===== src/rtl/lcd_char_ctrl.sv =====
// HD44780 character front end: power-up wait, 8-bit init sequence, then ASCII -> {rs,data} words.
// Optional end-of-line DDRAM address insertion is enabled by defining LCD_LINE_WRAP_EN.
module lcd_char_ctrl #(
  parameter int POWERUP_CYCLES = 2_000_000,
  parameter int LINE_LEN       = 16
) (
  input  logic       clk_i,
  input  logic       rst_n_i,
  input  logic [7:0] char_i,
  input  logic       char_valid_i,
  output logic       char_ready_o,
  output logic       init_done_o,
  output logic [8:0] data_o,
  output logic       data_valid_o,
  input  logic       device_ready_i
);

  localparam int PW = $clog2(POWERUP_CYCLES + 1);
  localparam int CW = (LINE_LEN > 1) ? $clog2(LINE_LEN) : 1;
  localparam logic [PW-1:0] PU_LAST  = PW'(POWERUP_CYCLES - 1);
  localparam logic [CW-1:0] COL_LAST = CW'(LINE_LEN - 1);

  typedef enum logic [2:0] {PWRUP, INIT, IDLE, SEND_CHAR, SEND_ADDR} state_t;

  function automatic logic [8:0] init_rom(input logic [1:0] idx);
    case (idx)
      2'd0:    init_rom = 9'h038;
      2'd1:    init_rom = 9'h00C;
      2'd2:    init_rom = 9'h001;
      default: init_rom = 9'h006;
    endcase
  endfunction

  state_t        state_q;
  logic [PW-1:0] pu_cnt_q;
  logic [1:0]    idx_q;
  logic [CW-1:0] col_q;
  logic [8:0]    data_q;
  logic          vld_q;
  logic          done_q;
`ifdef LCD_LINE_WRAP_EN
  logic          line_q;
`endif

  logic xfer;
  assign xfer = vld_q & device_ready_i;

  always_ff @(posedge clk_i or negedge rst_n_i) begin
    if (!rst_n_i) begin
      state_q  <= PWRUP;
      pu_cnt_q <= '0;
      idx_q    <= '0;
      col_q    <= '0;
      data_q   <= '0;
      vld_q    <= 1'b0;
      done_q   <= 1'b0;
`ifdef LCD_LINE_WRAP_EN
      line_q   <= 1'b0;
`endif
    end else begin
      case (state_q)
        PWRUP: begin
          if (pu_cnt_q == PU_LAST) begin
            data_q  <= init_rom(2'd0);
            vld_q   <= 1'b1;
            idx_q   <= 2'd0;
            state_q <= INIT;
          end else begin
            pu_cnt_q <= pu_cnt_q + PW'(1);
          end
        end
        INIT: begin
          if (xfer) begin
            if (idx_q == 2'd3) begin
              vld_q   <= 1'b0;
              done_q  <= 1'b1;
              col_q   <= '0;
`ifdef LCD_LINE_WRAP_EN
              line_q  <= 1'b0;
`endif
              state_q <= IDLE;
            end else begin
              idx_q  <= idx_q + 2'd1;
              data_q <= init_rom(idx_q + 2'd1);
            end
          end
        end
        IDLE: begin
          if (char_valid_i) begin
            data_q  <= {1'b1, char_i};
            vld_q   <= 1'b1;
            state_q <= SEND_CHAR;
          end
        end
        SEND_CHAR: begin
          if (xfer) begin
`ifdef LCD_LINE_WRAP_EN
            if (col_q == COL_LAST) begin
              // Next line start: 0x40 offset for line 1, 0x00 for line 0.
              col_q   <= '0;
              line_q  <= ~line_q;
              data_q  <= line_q ? 9'h080 : 9'h0C0;
              state_q <= SEND_ADDR;
            end else begin
              col_q   <= col_q + CW'(1);
              vld_q   <= 1'b0;
              state_q <= IDLE;
            end
`else
            if (col_q != COL_LAST) col_q <= col_q + CW'(1);
            vld_q   <= 1'b0;
            state_q <= IDLE;
`endif
          end
        end
        SEND_ADDR: begin
          if (xfer) begin
            vld_q   <= 1'b0;
            state_q <= IDLE;
          end
        end
        default: state_q <= PWRUP;
      endcase
    end
  end

  assign char_ready_o = (state_q == IDLE);
  assign init_done_o  = done_q;
  assign data_o       = data_q;
  assign data_valid_o = vld_q;

endmodule


===== config.mk =====
export PLATFORM = sky130hd
export DESIGN_NAME = lcd_char_ctrl
export DESIGN_NICKNAME = d
export VERILOG_FILES = /design/src/rtl/lcd_char_ctrl.sv
export SDC_FILE = /design/constraint.sdc
export NUM_CORES = 1
export LEC_CHECK = 0
export CELL_PAD_IN_SITES_DETAIL_PLACEMENT = 0
export CELL_PAD_IN_SITES_GLOBAL_PLACEMENT = 2
export CORE_ASPECT_RATIO = 0.5
export CORE_UTILIZATION = 29
export CTS_CLUSTER_DIAMETER = 100
export DETAILED_ROUTE_END_ITERATION = 8
export PLACE_DENSITY_LB_ADDON = 0.1
export SKIP_LAST_GASP = 1
export SYNTH_ARGS = -nofsm -noshare
export SYNTH_HDL_FRONTEND = slang
export SYNTH_SLANG_ARGS = --single-unit

===== constraint.sdc =====
create_clock -name clk_i -period 4.9 [get_ports clk_i]
set_input_delay 1.47 -clock clk_i [delete_from_list [all_inputs] [get_ports clk_i]]
set_output_delay 1.47 -clock clk_i [all_outputs]
set_load 0.02 [all_outputs]

# Word level (Yosys, flattened, before mapping)
# Index checks and enable logic that the tools add are counted.
# classes
n_eq_ne	14
reduce_logical	12
addsub	2
n_bitwise	2
mux	22
# op_table
operator	count
2-to-1 mux 9 bit	4
case mux 9 bit (3 select lines)	1
adder 21 x 1 -> 21 bit, second input constant	1
== test 21 bit, second input constant	1
case mux 6 bit (3 select lines)	1
2-to-1 mux 3 bit	5
case mux 3 bit (4 select lines)	1
!= test 2 bit, second input constant	5
AND reduction 5 bit	2
== test 3 x 2 -> 1 bit, second input constant	2
2-to-1 mux 2 bit	3
AND reduction 6 bit	1
2-to-1 mux 1 bit	5
== test 2 bit, second input constant	2
case mux 1 bit (4 select lines)	1
case mux 2 bit (2 select lines)	1
AND reduction 4 bit	1
nonzero test 4 bit	1
== test 3 x 1 -> 1 bit, second input constant	1
== test 3 bit, second input constant	1
logical NOT 3 bit	1
AND reduction 3 bit	1
nonzero test 3 bit	1
adder 2 x 1 -> 2 bit, second input constant	1
8 further kinds	8
# totals
regBits	37
in_bits	12
word_cells	58

# Logic depth before layout (Yosys ltp)
# logic_depth
word_depth	6
depth_mapped	8

# Least setup slack after synthesis
# OpenSTA, ideal clock, no wires.
# synth_timing
kind	in2reg
from	input device_ready_i
to	register data_q[0] (netlist: data_o[0])
stages	5
t_arrival_ns	2.584
n_path_buf	0
slack_ns	2.191
path_cell_list	nand2_1 -> or2_2 -> a21oi_1 -> nand3_4 -> mux2_2
# synth_between
elab_chain_len	3
# synth_rtl
element	line	rtl
start: declaration	15	input logic device_ready_i
AND 1 bit	46	assign xfer = vld_q & device_ready_i;
!= test 2 bit (no line)	--	
AND reduction 5 bit (no line)	--	
end signal: assignment	64	data_q <= init_rom(2'd0);
end signal: assignment	84	data_q <= init_rom(idx_q + 2'd1);
end signal: assignment	90	data_q <= {1'b1, char_i};
end: declaration	38	logic [8:0] data_q;
# No other way between the ends.
# A chain may end at the register's enable or synchronous reset.

# Worst setup path after layout
# layout_timing
from	register state_q[0]
to	output char_ready_o
# layout_between
elab_chain_len	1
# layout_rtl
element	line	rtl
start: declaration	34	state_t state_q;
start signal: assignment	50	state_q <= PWRUP;
start signal: assignment	67	state_q <= INIT;
start signal: assignment	81	state_q <= IDLE;
== test 3 x 2 -> 1 bit	127	assign char_ready_o = (state_q == IDLE);
end: declaration	11	output logic char_ready_o,
# No other way between the ends.

==> metrics.cfg <==
[route]
routedWlPerCell_um=14.1
vias=1370
dr.pass1.iters=4
drcViolationCount=0
wl_mm=4.16
viasPerCell=4.64
initialDrtViolationCount=27
ant_nets=0

[floorplanning]
core-area_um2=6180
rows=20
chipWidth_um=116
die_area_um2=6890
io_pins=24
die_y_um=59.2
initial_utilization_pct=30.7

[hold_path]
holdCritPathClass=reg2reg
whs_endpoint=init_done_o$_DFFE_PN0P_
hold_depth=1
hold_path.startpoint=init_done_o$_DFFE_PN0P_

[synth]
synth.distinct_cells=41
synthTopCellsByArea=dfrtp_1, ha_1, xor2_1
syn_inst=180
synthFlopType=dfrtp_1
synth_fp_nets=202
syn-cell-area_um2=1900
yosys_register_bits=36
ys_seq_area_share_pct=47.5
yosys-top-cells-count=dfrtp_1, nand2_1, nand3_1
avgSynthCellArea_um2=10.5
yosysWarnings=0
synth_edf_count=0
netlist.area_leader.share_pct=47.5
synthArstFlopShare_pct=100
synth_most_common_cell=dfrtp_1
synth_top_area_cell=dfrtp_1

[setup_path]
r2r_cells=7
worstSetupPathType=reg2out
startpoint=state_q[0]$_DFFE_PN0P_
r2r-end=pu_cnt_q[19]$_DFFE_PN0P_
cp.arrival_ns=2.00
reg2reg_from=state_q[0]$_DFFE_PN0P_
cp.required_ns=3.43
cp-end-kind=output pin
r2r_slack_ns=2.61
path_max_fanout=13
crit_path_start_kind=flip-flop

[sta]
finalSetupTns_ns=0
min_period_ns=3.47
fin_hold_ws_ns=0.459
fmax_ghz=0.288
worstMarginPinSlew_ns=0.906
setup_viol=0
timing.slew.headroom_pct=39.0
hold_viol=0
period_share_pct=70.9
slew_violations=0
finClkSkew_ns=0.00642
grt_setup_unrepaired=no

[layout]
design_area_um2=2360
fin_util_pct=38.2
drive_gt1_share_pct=10.1
diodes=0
fillers=629
areaGrowthSynthToFinish_pct=24.3
nets=228

[placed_design]
portBuffers=23
place_congestion=0.707
place_area_um2=2210
hpwl_mm=2.92

[clocking]
numCtsBuffers=5
postCtsSetupRepairBufs=0
cts_hold_buf=0
clk_latency_ns=0.28
cts_resized=0
root_buffer=clkbuf_16
clkSlewWorstSetupHoldPaths_ns=0.05
tritoncts=built
max-clock-path-buffers=2
ctsHtreeMaxLevel=2
numClockSinks=36

[outcome]
status=completed

[grt]
grt_max_degree=37
grt_pass1_vias=1352
antenna_found_initial=0
grt_pass1_wl_mm=6.92
overflow=0
grtUsageTotal_pct=13.7

[job]
drv_cap=0

[power_and_ir_drop]
power_density_nw_per_um2=437
p_leak_nw=1.07
ir_drop_mv=0.194

==> metrics by stage <==
stage | power [W] | cells | setup slack, ns
detailed placement | 0.000728 | 287 | 1.54
CTS | 0.00105 | 295 | 1.38
finish | 0.00103 | 295 | 1.43
global route | 0.00109 | 295 | 1.32
floorplan | 0.000581 | 180 | 2.19
global placement | 0.000727 | 287 | 1.58
==> where the power goes <==
group / switching [W] / internal (W)
Clock: 0.000125 / 0.000187
Combinational: 0.000179 / 0.000167
Sequential: 0.0000300 / 0.000342
Total: 0.000334 / 0.000696
==> worst max-delay path: stages (launching register included) <==
cell	delay (ns)
dfrtp_1	0.41
inv_1	0.12
ha_1	0.49
clkdlybuf4s50_1	0.70
==> per-layer routing <==
metal / global-route usage (%) / part of all wire (%) / vias to the layer above
met5: 0 / 0 / -
met2: 19.3 / 41 / 21
met1: 19.0 / 53 / 658
met4: 5.31 / 1.6 / 0
met3: 5.01 / 4.6 / 9
li1: - / - / 682
==> layout make-up <==
cell class,instances,area [um2],area share [%]
clock buffers,5,125,5.31
clock inverters,3,18.8,0.796
inverters,9,33.8,1.43
multi-input cells,131,945,40.1
flip-flops and latches,36,901,38.2
well taps,88,110,4.67
repair buffers,23,225,9.55
==> logic make-up after synthesis <==
group           count (synthesis)  share of synthesized area, %
mux                            11                          6.26
buf+inv                        13                          2.77
fa+ha+maj                      10                          6.59
compound gates                 19                          7.58
flops                          36                          47.5
simple gates                   72                          20.6
xor+xnor                       19                          8.77
==> how the worst max path moves through the flow <==
stage,cells past startpoint,to,slack (ns)
2_1_floorplan,5,data_o[0]$_DFFE_PN0P_,2.19
3_3_place_gp,6,data_o[5]$_DFFE_PN0P_,1.58
3_5_place_dp,6,data_o[4]$_DFFE_PN0P_,1.54
4_1_cts,3,char_ready_o,1.38
5_1_grt,3,char_ready_o,1.32
6_report,3,char_ready_o,1.43
==> placed cells by master (no fill, tap or decap), types with 2 or more instances in the layout <==
cell type / synthesis / routed
inv_1: 9 / 9
xor2_1: 10 / 10
nand4_1: 5 / 5
nor4_1: 2 / 2
a21boi_0: 2 / 2
clkbuf_16: 0 / 5
nand3_1: 11 / 11
mux2i_1: 4 / 4
nand2_1: 21 / 21
nor2b_1: 3 / 3
xnor2_1: 9 / 9
a22oi_1: 3 / 3
and4_1: 2 / 2
mux2_2: 7 / 7
clkdlybuf4s50_1: 0 / 22
nor2_1: 10 / 10
a21oi_1: 2 / 2
clkinv_2: 0 / 2
nor3_1: 6 / 6
ha_1: 10 / 10
and3_1: 2 / 2
dfrtp_1: 36 / 36
o211ai_1: 2 / 2
a31oi_1: 2 / 2
==> flip-flops by register name, indices dropped and copies added, names as in the netlist <==
signal / count
pu_cnt_q: 21
data_o: 9
idx_q: 2
state_q: 2
data_valid_o: 1
init_done_o: 1
Power figures use the tool's default switching activity.
